--- config.mk ---
export PLATFORM = sky130hd
export DESIGN_NAME = mem_arbiter
export DESIGN_NICKNAME = d
export VERILOG_FILES = /design/src/rtl/mem_arb_pkg.sv /design/src/rtl/mem_arb_watchdog.sv /design/src/rtl/mem_arbiter.sv
export SDC_FILE = /design/constraint.sdc
export NUM_CORES = 1
export LEC_CHECK = 0
export BUFFER_PORTS_ARGS = -buffer_cell sky130_fd_sc_hd__clkbuf_2
export CORE_ASPECT_RATIO = 1.25
export CORE_MARGIN = 2
export CORE_UTILIZATION = 48
export CTS_CLUSTER_SIZE = 24
export DETAILED_ROUTE_END_ITERATION = 12
export GPL_TIMING_DRIVEN = 0
export MAX_ROUTING_LAYER = met4
export PLACE_DENSITY = 0.88
export SLEW_MARGIN = 10
export SYNTH_ARGS = -nofsm -noshare
export SYNTH_HDL_FRONTEND = slang
export SYNTH_HIERARCHICAL = 1
export SYNTH_SLANG_ARGS = --single-unit
export TNS_END_PERCENT = 50
--- constraint.sdc ---
create_clock -name clk -period 4.1 [get_ports clk]
set_input_delay 1.025 -clock clk [delete_from_list [all_inputs] [get_ports clk]]
set_output_delay 1.025 -clock clk [all_outputs]
set_load 0.02 [all_outputs]
--- src/rtl/mem_arb_pkg.sv ---
// mem_arb_pkg: shared state encoding and constants for the unified memory arbiter
package mem_arb_pkg;
  typedef enum logic [1:0] {IDLE, BUSY_I, BUSY_D} state_t;
  // Returned to the requester on an aborted access; deliberately equal to the CPU's EOF marker
  localparam logic [31:0] ABORT_DATA = 32'hFFFF_FFFF;
endpackage

--- src/rtl/mem_arb_watchdog.sv ---
// mem_arb_watchdog: saturating busy-cycle counter that flags a stalled memory access
//   clk, rst_n  clock and asynchronous active-low reset
//   i_clear     reload the count with zero (asserted on each grant)
//   i_inc       count one busy cycle without m_ready
//   o_expired   count has reached TIMEOUT
module mem_arb_watchdog
  import mem_arb_pkg::*;
#(
  parameter int TIMEOUT = 15
) (
  input  logic clk,
  input  logic rst_n,
  input  logic i_clear,
  input  logic i_inc,
  output logic o_expired
);
  localparam int CW = $clog2(TIMEOUT + 2);
  logic [CW-1:0] r_cnt;
  assign o_expired = r_cnt == CW'(TIMEOUT);
  always_ff @(posedge clk or negedge rst_n)
    if (!rst_n) r_cnt <= '0;
    else if (i_clear) r_cnt <= '0;
    else if (i_inc && !o_expired) r_cnt <= r_cnt + CW'(1);
endmodule

--- src/rtl/mem_arbiter.sv ---
// mem_arbiter: shares one memory port between instruction fetch and load/store
//   i_req/i_addr -> i_rdata/i_valid          fetch requester
//   d_req/d_we/d_addr/d_wdata -> d_rdata/d_valid  data requester (priority)
//   err                                      pulses with the valid of an aborted access
//   m_addr/m_wdata/m_read/m_write, m_rdata/m_ready  memory side
module mem_arbiter
  import mem_arb_pkg::*;
#(
  parameter int ADDR_W     = 32,
  parameter int DATA_W     = 32,
  parameter int STARVE_MAX = 4,
  parameter int TIMEOUT    = 15
) (
  input  logic              clk,
  input  logic              rst_n,
  input  logic              i_req,
  input  logic [ADDR_W-1:0] i_addr,
  output logic [DATA_W-1:0] i_rdata,
  output logic              i_valid,
  input  logic              d_req,
  input  logic              d_we,
  input  logic [ADDR_W-1:0] d_addr,
  input  logic [DATA_W-1:0] d_wdata,
  output logic [DATA_W-1:0] d_rdata,
  output logic              d_valid,
  output logic              err,
  output logic [ADDR_W-1:0] m_addr,
  output logic [DATA_W-1:0] m_wdata,
  output logic              m_read,
  output logic              m_write,
  input  logic [DATA_W-1:0] m_rdata,
  input  logic              m_ready
);
  localparam int SW = $clog2(STARVE_MAX + 2);
  state_t r_state, w_next;
  logic [SW-1:0] r_starve;
  logic [ADDR_W-1:0] r_m_addr;
  logic [DATA_W-1:0] r_m_wdata, r_i_rdata, r_d_rdata;
  logic r_m_read, r_m_write, r_i_valid, r_d_valid, r_err;
  logic w_grant_i, w_grant_d, w_done, w_abort, w_end, w_expired, w_starved;
  assign w_starved = r_starve == SW'(STARVE_MAX);
  assign w_end = w_done || w_abort;
  always_comb begin
    w_next = r_state;
    w_grant_i = 1'b0;
    w_grant_d = 1'b0;
    w_done = 1'b0;
    w_abort = 1'b0;
    case (r_state)
      IDLE: begin
        w_grant_d = d_req && !(i_req && w_starved);
        w_grant_i = i_req && !w_grant_d;
        w_next = w_grant_d ? BUSY_D : w_grant_i ? BUSY_I : IDLE;
      end
      BUSY_I, BUSY_D: begin
        // m_ready on the expiry cycle still wins: completion beats abort
        w_done = m_ready;
        w_abort = !m_ready && w_expired;
        w_next = (m_ready || w_expired) ? IDLE : r_state;
      end
      default: w_next = IDLE;
    endcase
  end
  always_ff @(posedge clk or negedge rst_n)
    if (!rst_n) r_state <= IDLE;
    else r_state <= w_next;
  // Counts data grants that bypassed a waiting fetch; saturation forces the next fetch through
  always_ff @(posedge clk or negedge rst_n)
    if (!rst_n) r_starve <= '0;
    else if (w_grant_i) r_starve <= '0;
    else if (w_grant_d && i_req && !w_starved) r_starve <= r_starve + SW'(1);
  always_ff @(posedge clk or negedge rst_n)
    if (!rst_n) begin
      r_m_addr <= '0;
      r_m_wdata <= '0;
      r_m_read <= 1'b0;
      r_m_write <= 1'b0;
      r_i_rdata <= '0;
      r_d_rdata <= '0;
      r_i_valid <= 1'b0;
      r_d_valid <= 1'b0;
      r_err <= 1'b0;
    end else begin
      r_i_valid <= w_end && r_state == BUSY_I;
      r_d_valid <= w_end && r_state == BUSY_D;
      r_err <= w_abort;
      if (w_grant_i) begin
        r_m_addr <= i_addr;
        r_m_wdata <= '0;
        r_m_read <= 1'b1;
        r_m_write <= 1'b0;
      end else if (w_grant_d) begin
        r_m_addr <= d_addr;
        r_m_wdata <= d_wdata;
        r_m_read <= !d_we;
        r_m_write <= d_we;
      end else if (w_end) begin
        r_m_read <= 1'b0;
        r_m_write <= 1'b0;
      end
      if (w_end && r_state == BUSY_I) r_i_rdata <= w_abort ? DATA_W'(ABORT_DATA) : m_rdata;
      // A completed write leaves load data untouched; an abort always reports the marker
      if (w_end && r_state == BUSY_D && (w_abort || r_m_read))
        r_d_rdata <= w_abort ? DATA_W'(ABORT_DATA) : m_rdata;
    end
  mem_arb_watchdog #(.TIMEOUT(TIMEOUT)) u_wd (
    .clk(clk),
    .rst_n(rst_n),
    .i_clear(w_grant_i || w_grant_d),
    .i_inc(r_state != IDLE && !m_ready),
    .o_expired(w_expired)
  );
  assign m_addr = r_m_addr;
  assign m_wdata = r_m_wdata;
  assign m_read = r_m_read;
  assign m_write = r_m_write;
  assign i_rdata = r_i_rdata;
  assign d_rdata = r_d_rdata;
  assign i_valid = r_i_valid;
  assign d_valid = r_d_valid;
  assign err = r_err;
endmodule

==> metrics <==
status=completed; HP Start=i_rdata[9]; final period utilization=57.6%; total power=6.95 mW; CTS root buf=clkbuf_16; area growth from synthesis to layout=37.5%; Post-CTS Setup Bufs=0; Routed Wire Length=16700 microns; Rel. slew slack=61.1%; initial antenna violation count=0; Synth Area in Compound Gates=22.1%; largest family of logic cells by synthesized area=compound AO/OA/AOI/OAI gates; met2 Usage GRT=43.1%; register area share after synthesis=61.0%; Num Clock Sinks=143; Top Usage Layer GRT=met2; syn avg cell area=11.4 sq um; register area=0.00358 sq mm; gp weighted congestion=0.827; Worst Tran Pin Value=0.572 ns; mux cell area share after synthesis=0.981%; antenna viol nets, final=0; Initial Utilization=48.7%; Synth area leaders=dfrtp_1, o21ai_0, a221o_1, a22o_1, o31ai_1; area occupied by multi-input gates=0.00207 sq mm; Adder-Cell Fraction of Synth Area=1.49%; Post-Synth Simple-Gate Area=10.4%; Clock Path Buffers=2; peak supply drop=0.000421 V; CP Capture Type=flip-flop; crit path launch=u_wd/r_cnt[0]; largest net degree at the start of global routing=78; Core ar.=0.0120 sq mm; M1 GR Usage=30.9%; first-pass GRT wire length=25800 microns; endpoints failing hold=0; CP required=4.37 ns; most common cell in the synthesized netlist=dfrtp_1; CP Class=reg2reg; Synth top area share=61.0%; First DRT Iteration DRCs=256; Post-synth EDFFs=0; Worst-path clk slew=0.06 ns; Num CTS Buffers=17; cts hold-fix bufs=0; DIE HEIGHT=128 microns; met3 Use GR=6.78%; PostCTS Resize Cnt=0; Overflow after GRT=0; Mapped Cells=514; share of the core filled with cells=67.0%; synthesized cell area=0.00587 sq mm; max frequency=424 MHz; max-slew violations=0; WL per Instance=17.1 microns; Worst Path Arrival=2.63 ns; floorplan row count=45; Port Buffers=265; H-tree levels=4; Post-synth top flop=dfrtp_1; setup violators final=0; Die ar.=0.0131 sq mm; Reg-to-Reg Start=u_wd/r_cnt[0]; synth unique cells=38; CTS tree=yes; max cap viols=0; Yosys warnings=6; Max Fanout on Critical Path=10; Total Routing Usage GR=26.4%; antenna cells=0; Via density=5.42; IO Count=267; vias in the first global route=5153; ys async rst share=100%; final layout net count=940; DRC Markers=0; hpwl dp=12600 microns; CP Launch Type=flip-flop; largest area contributor in the netlist=dfrtp_1; vias=5287; LEAKAGE=4.16 nW; top post-synthesis cells by count=dfrtp_1, o21ai_0, nor2_1; Filler Cell Count=939; layout cell share with drive strength beyond 1=40.0%; die span in x=103 microns; RSZ-0062 raised after global routing=no; later-pin clock latency in the skew report=0.42 ns; Final Skew=0.0121 ns; Hold Crit Class=reg2reg; xor/xnor cell area share of the yosys netlist=0.299%; Synthesized Nets=655; power per cell area=861 mW/mm^2; Min Clock Period, post-route=2.36 ns; Pre-Repair DR Iteration Count=6; #FFs+latches synth=143
==> layout make-up <==
class                   count  share of cell area (%)
clock buffers              18                    5.32
well taps                 164                    2.54
inverters                  10                   0.465
plain buffers              41                    2.23
clock inverters            14                    2.53
multi-input cells         320                    25.7
flip-flops and latches    143                    44.4
repair buffers            266                    16.9
==> per-stage QoR <==
stage / setup TNS (ns) / cells / hold WS, ns / cell area (sq um) / setup WS, ns
after floorplan: 0 / 514 / 0.475 / 5870 / 1.76
after global placement: -42.83 / 943 / 0.461 / 7400 / -0.308
after global routing: 0 / 976 / 0.514 / 8070 / 1.52
final: 0 / 976 / 0.482 / 8070 / 1.74
after CTS: 0 / 976 / 0.484 / 8070 / 1.70
after detailed placement: 0 / 944 / 0.471 / 7430 / 1.50
==> flip-flops by register name, indices dropped and copies added, names as in the netlist, 2 cells and up <==
register and cells:
i_rdata 32, m_wdata 32, u_wd/r_cnt 5, r_starve 3
d_rdata 32, r_state 2, m_addr 32
==> where the power goes <==
group | switching (mW) | internal, mW | total, mW
registers | 0.376 | 2.06 | 2.43
clock network | 0.628 | 1.03 | 1.66
logic | 1.83 | 1.03 | 2.86
total | 2.84 | 4.11 | 6.95
==> cell families (layout without fill, tap and decap cells) <==
| kind of cell | Yosys count | after routing |
|---|---|---|
| compound gates | 180 | 180 |
| flops | 143 | 143 |
| simple gates | 126 | 126 |
| buf+inv | 51 | 349 |
| fa+ha+maj | 7 | 7 |
| mux | 5 | 5 |
| xor+xnor | 2 | 2 |
==> placed cells by master (no fill, tap or decap), drive strengths merged, types with 24 or more instances in the layout <==
master and n:
clkbuf 301, dfrtp 143, o21ai 74, nor2 39, nand2 38, and2 33
o31ai 32, a221o 32, a22o 28, buf 24
==> per-layer routing <==
metal | vias to the layer above | share of wire (%)
met5 | - | 0
met4 | 0 | 2.1
met3 | 27 | 8.4
met2 | 272 | 51
met1 | 2550 | 38
li1 | 2438 | -
==> final timing paths <==
path                                 endpoint  slack [ns]  cells past startpoint
worst max-delay path               d_rdata[9]        1.74                      6
worst min-delay path               i_rdata[9]        0.48                      2
worst max register to register     d_rdata[9]        1.74                      6
worst min register to register     i_rdata[9]        0.48                      2
max in group asynchronous       u_wd/r_cnt[3]        2.77                      2
min in group asynchronous         i_rdata[27]        0.59                      1
==> worst max-delay path, stage by stage (launching register included) <==
cell	delay, ns
dfrtp_1	0.41
ha_1	0.22
and3_1	0.17
ha_1	0.28
mux2i_2	0.51
clkbuf_1	0.47
o31ai_1	0.14
Note: power is estimated with default switching activity, not from simulation.
